--- config.mk ---
export PLATFORM = sky130hd
export DESIGN_NAME = keypad_entry
export DESIGN_NICKNAME = d
export VERILOG_FILES = /design/src/rtl/keypad_entry.sv
export SDC_FILE = /design/constraint.sdc
export NUM_CORES = 1
export LEC_CHECK = 0
export ABC_AREA = 1
export CORE_UTILIZATION = 49
export CTS_CLUSTER_DIAMETER = 120
export DETAILED_ROUTE_END_ITERATION = 8
export GPL_ROUTABILITY_DRIVEN = 0
export GPL_TIMING_DRIVEN = 0
export PLACE_DENSITY = 0.75
export SLEW_MARGIN = 20
export SYNTH_ARGS = -nofsm -noshare
export SYNTH_HDL_FRONTEND = slang
export SYNTH_SLANG_ARGS = --single-unit
--- constraint.sdc ---
create_clock -name clk -period 4.76 [get_ports clk]
set_clock_uncertainty 0.2 [all_clocks]
set_input_delay 1.428 -clock clk [delete_from_list [all_inputs] [get_ports clk]]
set_output_delay 1.428 -clock clk [all_outputs]
set_load 0.02 [all_outputs]
--- src/rtl/keypad_entry.sv ---
// Scans a 4x4 active-low hex keypad, debounces presses and releases, and shifts
// each accepted hex digit into a 32-bit entry register (newest digit in [3:0]).
module keypad_entry #(
  parameter int SCAN_DIV = 50000,
  parameter int DEBOUNCE = 4
) (
  input  logic        clk,
  input  logic        rst,
  input  logic [3:0]  row,
  input  logic        clr,
  output logic [3:0]  col,
  output logic        key_valid,
  output logic [3:0]  key_code,
  output logic [31:0] entry,
  output logic [3:0]  digits
);

  localparam int DIV_W = (SCAN_DIV > 1) ? $clog2(SCAN_DIV) : 1;
  localparam int CNT_W = $clog2(DEBOUNCE + 1);
  localparam logic [DIV_W-1:0] DIV_LAST = DIV_W'(SCAN_DIV - 1);
  localparam logic [CNT_W-1:0] CNT_DONE = CNT_W'(DEBOUNCE);

  typedef enum logic [1:0] {
    ST_SCAN,
    ST_DEBOUNCE,
    ST_HELD
  } state_t;

  state_t           state_reg, state_next;
  logic [DIV_W-1:0] div_reg;
  logic [3:0]       col_reg, col_next;
  logic [CNT_W-1:0] cnt_reg, cnt_next, cnt_inc;
  logic [1:0]       row_idx_reg, row_idx_next;
  logic [3:0]       pend_code_reg, pend_code_next;
  logic             key_valid_reg, key_valid_next;
  logic [3:0]       key_code_reg, key_code_next;
  logic [31:0]      entry_reg, entry_next;
  logic [3:0]       digits_reg, digits_next;

  logic       tick;
  logic       pressed;
  logic       accept;
  logic [1:0] row_idx_cur;
  logic [1:0] col_idx_cur;
  logic [3:0] col_rot;

  assign tick    = (div_reg == DIV_LAST);
  assign pressed = (row != 4'hF);
  assign col_rot = {col_reg[2:0], col_reg[3]};
  assign cnt_inc = cnt_reg + CNT_W'(1);

  // Several closed rows resolve to the lowest index.
  always_comb begin
    row_idx_cur = 2'd0;
    for (int i = 3; i >= 0; i--) begin
      if (!row[i]) row_idx_cur = 2'(i);
    end
    col_idx_cur = 2'd0;
    for (int i = 0; i < 4; i++) begin
      if (!col_reg[i]) col_idx_cur = 2'(i);
    end
  end

  // Scan / debounce FSM; every decision is taken on a tick only.
  always_comb begin
    state_next     = state_reg;
    col_next       = col_reg;
    cnt_next       = cnt_reg;
    row_idx_next   = row_idx_reg;
    pend_code_next = pend_code_reg;
    accept         = 1'b0;
    if (tick) begin
      case (state_reg)
        ST_SCAN: begin
          if (pressed) begin
            row_idx_next   = row_idx_cur;
            pend_code_next = {row_idx_cur, col_idx_cur};
            if (DEBOUNCE == 1) begin
              accept     = 1'b1;
              cnt_next   = '0;
              state_next = ST_HELD;
            end else begin
              cnt_next   = CNT_W'(1);
              state_next = ST_DEBOUNCE;
            end
          end else begin
            col_next = col_rot;
          end
        end
        ST_DEBOUNCE: begin
          if (pressed && (row_idx_cur == row_idx_reg)) begin
            if (cnt_inc == CNT_DONE) begin
              accept     = 1'b1;
              cnt_next   = '0;
              state_next = ST_HELD;
            end else begin
              cnt_next = cnt_inc;
            end
          end else begin
            cnt_next   = '0;
            col_next   = col_rot;
            state_next = ST_SCAN;
          end
        end
        ST_HELD: begin
          if (!pressed) begin
            if (cnt_inc == CNT_DONE) begin
              cnt_next   = '0;
              col_next   = col_rot;
              state_next = ST_SCAN;
            end else begin
              cnt_next = cnt_inc;
            end
          end else begin
            cnt_next = '0;
          end
        end
        default: begin
          state_next = ST_SCAN;
          cnt_next   = '0;
        end
      endcase
    end
  end

  // clr overrides the shift but leaves the key pulse and code untouched.
  always_comb begin
    key_valid_next = accept;
    key_code_next  = key_code_reg;
    entry_next     = entry_reg;
    digits_next    = digits_reg;
    if (accept) begin
      key_code_next = pend_code_next;
      entry_next    = {entry_reg[27:0], pend_code_next};
      digits_next   = (digits_reg == 4'd8) ? 4'd8 : digits_reg + 4'd1;
    end
    if (clr) begin
      entry_next  = 32'd0;
      digits_next = 4'd0;
    end
  end

  always_ff @(posedge clk) begin
    if (rst) begin
      state_reg     <= ST_SCAN;
      div_reg       <= '0;
      col_reg       <= 4'b1110;
      cnt_reg       <= '0;
      row_idx_reg   <= 2'd0;
      pend_code_reg <= 4'd0;
      key_valid_reg <= 1'b0;
      key_code_reg  <= 4'd0;
      entry_reg     <= 32'd0;
      digits_reg    <= 4'd0;
    end else begin
      state_reg     <= state_next;
      div_reg       <= tick ? '0 : div_reg + DIV_W'(1);
      col_reg       <= col_next;
      cnt_reg       <= cnt_next;
      row_idx_reg   <= row_idx_next;
      pend_code_reg <= pend_code_next;
      key_valid_reg <= key_valid_next;
      key_code_reg  <= key_code_next;
      entry_reg     <= entry_next;
      digits_reg    <= digits_next;
    end
  end

  assign col       = col_reg;
  assign key_valid = key_valid_reg;
  assign key_code  = key_code_reg;
  assign entry     = entry_reg;
  assign digits    = digits_reg;

endmodule

Word-level counts from Yosys, hierarchy flattened
Cells that the tools add are included.
{"block": "classes", "n_addsub": 3, "n_eq_ne": 13, "n_mux": 31, "reduce_logical": 9}
{"cell": "$mux 4", "count": 8}
{"cell": "$mux 2", "count": 11}
{"cell": "$add 16x1->16 const B", "count": 1}
{"cell": "$eq 16x16->1 const B", "count": 1}
{"cell": "$mux 3", "count": 4}
{"cell": "$pmux 4 s3", "count": 1}
{"cell": "$ne 2x2->1 const B", "count": 5}
{"cell": "$pmux 3 s3", "count": 1}
{"cell": "$pmux 2 s3", "count": 1}
{"cell": "$reduce_and 6->1", "count": 1}
{"cell": "$mux 1", "count": 5}
{"cell": "$reduce_and 5->1", "count": 1}
{"cell": "$add 4x1->4 const B", "count": 1}
{"cell": "$eq 4x4->1 const B", "count": 1}
{"cell": "$ne 4x4->1 const B", "count": 1}
{"cell": "$reduce_or 2->1", "count": 2}
{"cell": "$add 3x1->3 const B", "count": 1}
{"cell": "$eq 3x3->1 const B", "count": 1}
{"cell": "$ne 3x3->1 const B", "count": 1}
{"cell": "$reduce_and 3->1", "count": 1}
{"cell": "$reduce_bool 3->1", "count": 1}
{"cell": "$eq 2x1->1 const B", "count": 1}
{"cell": "$eq 2x2->1", "count": 1}
{"cell": "$eq 2x2->1 const B", "count": 1}
{"cell": "other kinds (3)", "count": 3}
{"block": "totals", "ff_bits": 72, "out_inout_bits": 45, "elab_cells": 66}

Longest topological paths before layout
{"block": "logic_depth", "depth_word": 9, "mapped_depth": 12, "mapped_depth_nobuf": 11}

Worst setup path after synthesis
No wires, ideal clock.
{"block": "synth_path", "path_kind": "input -> register", "from": "in row[2]", "to": "reg entry_reg[21], in the netlist entry[21]", "t_arrival_ns": 2.496, "required_ns": 4.447, "setup_slack_ns": 1.951, "stages": 11, "cell_sequence": "inv_1 > o21ai_1 > nand2_1 > nand2_1 > nand3_2 > nor2_4 > inv_2 > buf_6 > buf_6 > o21ai_1 > nor2_1"}
{"block": "synth_between", "elab_chain_cells": 8, "word_cells_on_any_way": 9}
{"item": "start, declared", "line_no": "9", "source": "input logic [3:0] row,"}
{"item": "$mux 2 (3 in a row)", "line_no": "56", "source": "if (!row[i]) row_idx_cur = 2'(i);"}
{"item": "$eq 2x2->1", "line_no": "91", "source": "if (pressed && (row_idx_cur == row_idx_reg)) begin"}
{"item": "$logic_and 1x1->1 *", "line_no": "91"}
{"item": "$mux 1 *", "line_no": "91"}
{"item": "$mux 1 *", "line_no": "73", "source": "case (state_reg)"}
{"item": "$mux 1 *", "line_no": "72", "source": "if (tick) begin"}
{"item": "end signal, assigned", "line_no": "164", "source": "entry_reg <= entry_next;"}
{"item": "end, declared", "line_no": "37", "source": "logic [31:0] entry_reg, entry_next;"}
Mark *: on every way between the ends. The rest lies on a longest branch, timed or not.
A chain may end at the register's enable or synchronous reset.

Worst setup path in the final report
{"block": "layout_path", "from": "in row[0]", "to": "reg entry_reg[14], in the netlist entry[14]"}
{"block": "layout_between", "elab_chain_cells": 6, "word_cells_on_any_way": 7}
{"item": "$mux 2", "line_no": "56"}
{"item": "$eq 2x2->1", "line_no": "91"}
{"item": "$logic_and 1x1->1 *", "line_no": "91"}
{"item": "$mux 1 *", "line_no": "91"}
{"item": "$mux 1 *", "line_no": "73"}
{"item": "$mux 1 *", "line_no": "72"}
Marked as above.

==> flow_metrics.tcl <==
set metrics [dict create \
    switching_power_mw 0.2654 \
    vdd_drop_max_v 0.0002045 \
    synth_top_cell_by_area "dfxtp_1" \
    antennaDiodeCount 0 \
    cts_resized 0 \
    io_buffers 50 \
    yosys_warnings 0 \
    rows 28 \
    worst_pin_slew_ns 0.4746 \
    start_kind "input port" \
    p_int_mw 0.9672 \
    numCtsBuffers 9 \
    yosys.cell_types.count 29 \
    drv_slew 0 \
    syn_area_mm2 0.003084 \
    ant_nets 0 \
    die_x_um 81.34 \
    dp_hpwl_mm 4.887 \
    dieHeight_um 81.34 \
    ios 52 \
    layout_commonest_cell "nor2_1" \
    hold_path.class "register to register" \
    fmaxAchievable_ghz 0.3129 \
    drt-initial-drc-count 142 \
    path_max_fanout 10 \
    crit_buf_inv 4 \
    path_cells "clkdlybuf4s50_1, nand2_1, inv_2, nand2_1, a21oi_2, nand3_2, nor2_4, inv_2, clkbuf_1, o21ai_0, nor2_1" \
    initial_core_util 0.5148 \
    rsz0062_at_grt "no" \
    synth_nets 442 \
    nFillCells 546 \
    grt_usage 0.2247 \
    mostFrequentLayoutCells "nor2_1 (96), nand2_1 (81), dfxtp_1 (72)" \
    grt_pass1_vias 2589 \
    clk_latency_ns 0.35 \
    clkTransAtPathRegs_ns 0.08 \
    finalHoldViolCount 0 \
    drcViolationCount 0 \
    syn_inst 429 \
    tns_ns 0 \
    crit_family "buffers and inverters" \
    totalWireLength_mm 6.765 \
    cts_tree "done" \
    final_nets 503 \
    multi_input_area_mm2 0.001399 \
    switching_share 0.2153 \
    largest_reg_flops 32 \
    synth_top_area_share 0.4673 \
    slowest_stage "clkdlybuf4s50_1" \
    status "completed" \
    regArea_mm2 0.001441 \
    p_per_area_mw_per_mm2 314.2 \
    sequentialPowerShare 0.491 \
    relSlewSlack 0.6836 \
    layout_min_cycle_time_ns 3.196 \
    via_count 2868 \
    via_per_inst 5.032 \
    postCtsSetupRepairBufs 0 \
    critPathArrivalTime_ns 3.25 \
    grt_overflow_total 0 \
    p_leak_nw 1.485 \
    critPathKind "input port to register" \
    htree_levels 3 \
    synth_area_leaders "dfxtp_1 (47%), nor2_1 (12%), nand2_1 (9.9%), a21oi_1 (4.5%), o21ai_0 (4.5%)" \
    drive_gt1_frac 0.07475 \
    clkSinkCount 72 \
    drtPass1Iterations 4 \
    place_ws_ns 1.215 \
    grt_max_degree 14 \
    setup_viol 0 \
    cts-hold-fix-buffers 0 \
    cap_viol_max_count 0 \
    grt_pass1_wl_mm 11.27 \
    worst_slack_ns 1.564 \
    total_power_mw 1.233 \
    max_stage_delay_ns 0.55 \
    p_clk_frac 0.483 \
    syn_area_per_cell_um2 7.189 \
    antenna_found_initial 0 \
    synth_seq_cells 72 \
    cp.required_ns 4.81 \
    post_drt_wl_per_cell_um 11.87 \
    min_period_over_period 0.6714 \
    combPwrFrac 0.026 \
    synthToLayoutAreaGrowth_pct 27.18 \
    seq_area_frac_synth 0.4673 \
    clockBufferDepth 2 \
    cp-end-kind "register" \
    cts-root-buf "clkbuf_8" \
    coreArea_mm2 0.005991 \
    die_area_mm2 0.006615 \
]
## per-stage QoR
step / cells / hold WS (ns) / utilization / cell area [µm²]
5_1_grt: 570 / 0.2811 / 0.6548 / 3923
6_report: 570 / 0.2661 / 0.6548 / 3923
2_1_floorplan: 429 / 0.2176 / - / 3084
4_1_cts: 570 / 0.2698 / 0.6548 / 3923
3_3_place_gp: 554 / 0.2273 / 0.6140 / 3679
3_5_place_dp: 554 / 0.2517 / 0.6140 / 3679
## cell families (layout without fill, tap and decap cells)
| group | Yosys count | count (layout) | synth area share |
|---|---|---|---|
| compound gates | 71 | 71 | 0.1180 |
| simple gates | 222 | 222 | 0.3026 |
| buf+inv | 55 | 121 | 0.07911 |
| fa+ha+maj | 6 | 6 | 0.02434 |
| xor+xnor | 3 | 3 | 0.008521 |
| flops | 72 | 72 | 0.4673 |
## synth_stat cells, drive strengths merged
cell type	n
nor2	99
nand2	81
dfxtp	72
inv	41
o21ai	40
a21oi	29
nand3	18
buf	9
nand4	8
nor3	7
ha	6
clkbuf	5
nand3b	4
xor2	3
a21boi	2
and2	1
nand2b	1
nor3b	1
nor4b	1
or2	1
## layout make-up
cell class | count | share of cell area
Sequential cell | 72 | 0.3675
Multi-Input combinational cell | 302 | 0.3566
Timing Repair Buffer | 50 | 0.1276
Inverter | 41 | 0.03923
Clock buffer | 10 | 0.03254
Clock inverter | 6 | 0.02967
Tap cell | 75 | 0.02392
Buffer | 14 | 0.02297
## final timing paths
path                   start    endpoint  slack (ns)  depth (start not counted)
hold / removal    div_reg[0]  div_reg[0]        0.27                          1
setup reg to reg  div_reg[0]   entry[14]        2.60                         11
hold reg to reg   div_reg[0]  div_reg[0]        0.27                          1
setup / recovery      row[0]   entry[14]        1.56                         11
## power by group through the flow
stage	Sequential (mW)	Combinational, mW	Clock [mW]
2_1_floorplan	0.619	0.0210	0
3_3_place_gp	0.619	0.0309	0
3_5_place_dp	0.619	0.0314	0
4_1_cts	0.605	0.0317	0.600
5_1_grt	0.606	0.0366	0.626
6_report	0.605	0.0318	0.596
## layer usage
layer | share of wire | global-route usage | vias up
met5 | 0 | 0 | -
met3 | 0.038 | 0.04494 | 11
met4 | 0.018 | 0.1125 | 0
met2 | 0.48 | 0.3708 | 49
met1 | 0.47 | 0.2765 | 1305
li1 | - | - | 1503
(Power assumes the default switching activity.)
==> patch: new RTL, same settings <==
The 3 states of `state_t` get a one-hot encoding in 3 bits.
--- a/src/rtl/keypad_entry.sv
+++ b/src/rtl/keypad_entry.sv
@@ -21,8 +21,8 @@
   localparam logic [CNT_W-1:0] CNT_DONE = CNT_W'(DEBOUNCE);
 
-  typedef enum logic [1:0] {
-    ST_SCAN,
-    ST_DEBOUNCE,
-    ST_HELD
+  typedef enum logic [2:0] {
+    ST_SCAN     = 3'b001,
+    ST_DEBOUNCE = 3'b010,
+    ST_HELD     = 3'b100
   } state_t;
 
Function: same outputs for any inputs over 10 cycles, from zero or initial values and one cycle with rst high; not proved beyond that.
==> patch against the original RTL <==
Critical path depth unchanged; total power increased by 4.2%; final area increased by 5.6%; setup slack improved by 0.13 ns; synthesized area increased by 6.3%; sequential cell count increased by 1; sequential share of layout area decreased by 1.5 points; the run now ends with design-rule violations left; routed wire length increased by 2.0%.
==> patch: results (changes against the original RTL) <==
[yosys]
dominantRegCellSynth = dfxtp_1
yosys-top-cells-area = dfxtp_1 45%, nand2_1 11%, nor2_1 11%
fraction_of_synthesized_cell_area_in_xor_and_xnor_cells_pct = 0.534  ; -0.32 points
yosys.cell_types.count = 26  ; -10%
synth_warnings = 0  ; unchanged
synth.yosys.seq_area_share_pct = 44.6  ; -2.2 points
synth_compound_area_share_pct = 10.2  ; -1.6 points
synth.cells.most_frequent = 99 x nand2_1, 93 x nor2_1, 73 x dfxtp_1, 53 x inv_1, 29 x nand3_1
synth_async_sr_flop_share_pct = 0  ; unchanged
synth-adder-area-share_pct = 1.91  ; -0.53 points
mapped_nets = 481  ; +8.8%

[setup_path]
cp_peak_stage_delay_ns = 0.49  ; -0.06 ns
crit_family = buffers and inverters
worst_r2r_startpoint = cnt_reg[0]$_SDFFE_PP0P_
critical_path.startpoint = row[0]
worst_ep_arrival_time_ns = 3.10  ; -0.15 ns

[global_routing]
wire_length_of_the_first_global_routing_pass_um = 11800  ; +5.0%
grt_pass1_vias = 2782  ; +7.5%
grt_use_total_pct = 20.9  ; -1.6 points
pin_count_of_the_biggest_net_entering_global_routing = 14  ; unchanged

[drt]
drt_iter0_drc = 116  ; -18%
dr.pass1.iters = 6  ; +2
drc_violations = 2  ; +2
vias = 3043  ; +6.1%
totalWireLength_um = 6900  ; +2.0%

[place]
post-place-ws_ns = 1.34  ; +0.125 ns
dp_hpwl_um = 5130  ; +5.0%
portBuffers = 50  ; unchanged

[run_status]
status = complete, but fails checks
violations_in_the_final_reports = design-rule violations

[power_and_ir_drop]
cellLeakagePower_nw = 1.67  ; +12%
ir_drop_uv = 247  ; +21%

[layout]
antenna_cells_inserted = 0  ; unchanged
final_layout_size_suffix_gt1_share_pct = 8.60  ; +1.1 points
filler_cell_count = 591  ; +8.2%
nNetsFinal = 542  ; +7.8%

[cts]
numCtsBuffers = 9  ; unchanged
cts_max_path_buffers = 2  ; unchanged
cts-resized-gates = 0  ; unchanged
worst_skew_pair.late_latency_ns = 0.35  ; about the same
h-tree-depth = 3  ; unchanged

[sta]
actual_transition_at_the_worst_max_transition_pin_ns = 0.418  ; -0.0563 ns
report.final.hold_viol_count = 0  ; unchanged

[hold_path]
hold_path_startpoint = div_reg[0]$_SDFF_PP0_

[patch: changes by cell type after synthesis, sizes merged, moves of 2 or more]
cell / unedited run / this run
nor2: 99 / 104
a21boi: 2 / 0
o21ai: 40 / 37
xnor2: 0 / 2
xor2: 3 / 0
inv: 41 / 56
nand2: 81 / 103
nand3: 18 / 31
nand3b: 4 / 0
nor3: 7 / 4
[patch: area by class of cell]
type / instances / area, µm² / area share (%)
Tap cell: 77 / 96.3 / 2.33
Sequential cell: 73 / 1460 / 35.3
Clock buffer: 9 / 124 / 2.99
Timing Repair Buffer: 50 / 500 / 12.1
Multi-Input combinational cell: 325 / 1510 / 36.3
Buffer: 14 / 93.8 / 2.27
Clock inverter: 7 / 143 / 3.44
Inverter: 57 / 219 / 5.29
[patch: cell families (layout without fill, tap and decap cells)]
group | after synthesis | after routing
AND/OR/NAND/NOR | 252 | 252
adder cells (fa/ha/maj) | 5 | 5
XOR/XNOR | 2 | 2
flip-flops | 73 | 73
buffers and inverters | 71 | 137
AO/OA/AOI/OAI | 66 | 66
[patch: power breakdown]
part | switching [mW] | internal [mW]
Sequential | 0.00166 | 0.612
Combinational | 0.0210 | 0.0122
Clock | 0.235 | 0.402
Total | 0.258 | 1.03
[patch: final timing paths]
path                                                to  slack (ns)  depth (start not counted)
worst max-delay path            entry[20]$_SDFFE_PP0P_        1.70                         11
worst min-delay path             div_reg[0]$_SDFF_PP0_        0.25                          1
worst max register to register     col[2]$_SDFFE_PP1P_        2.67                         11
worst min register to register   div_reg[0]$_SDFF_PP0_        0.25                          1
[patch: metal layers]
layer  vias up  part of all wire, %  GRT usage (%)
met2        74                   48           35.2
met1      1361                   46           25.0
met4         0                  1.1           8.15
met3         9                  4.7           6.03
met5         -                    0              0
li1       1599                    -              -
[patch: through the flow]
step / hold WS, ns / instance area, µm² / cells / total power [mW] / util, %
after floorplan: 0.218 / 3280 / 469 / 0.651 / -
after global placement: 0.230 / 3880 / 596 / 0.661 / 60.4
after detailed placement: 0.246 / 3880 / 596 / 0.661 / 60.4
after CTS: 0.257 / 4140 / 612 / 1.30 / 64.5
after global routing: 0.294 / 4140 / 612 / 1.33 / 64.5
final: 0.254 / 4140 / 612 / 1.28 / 64.5
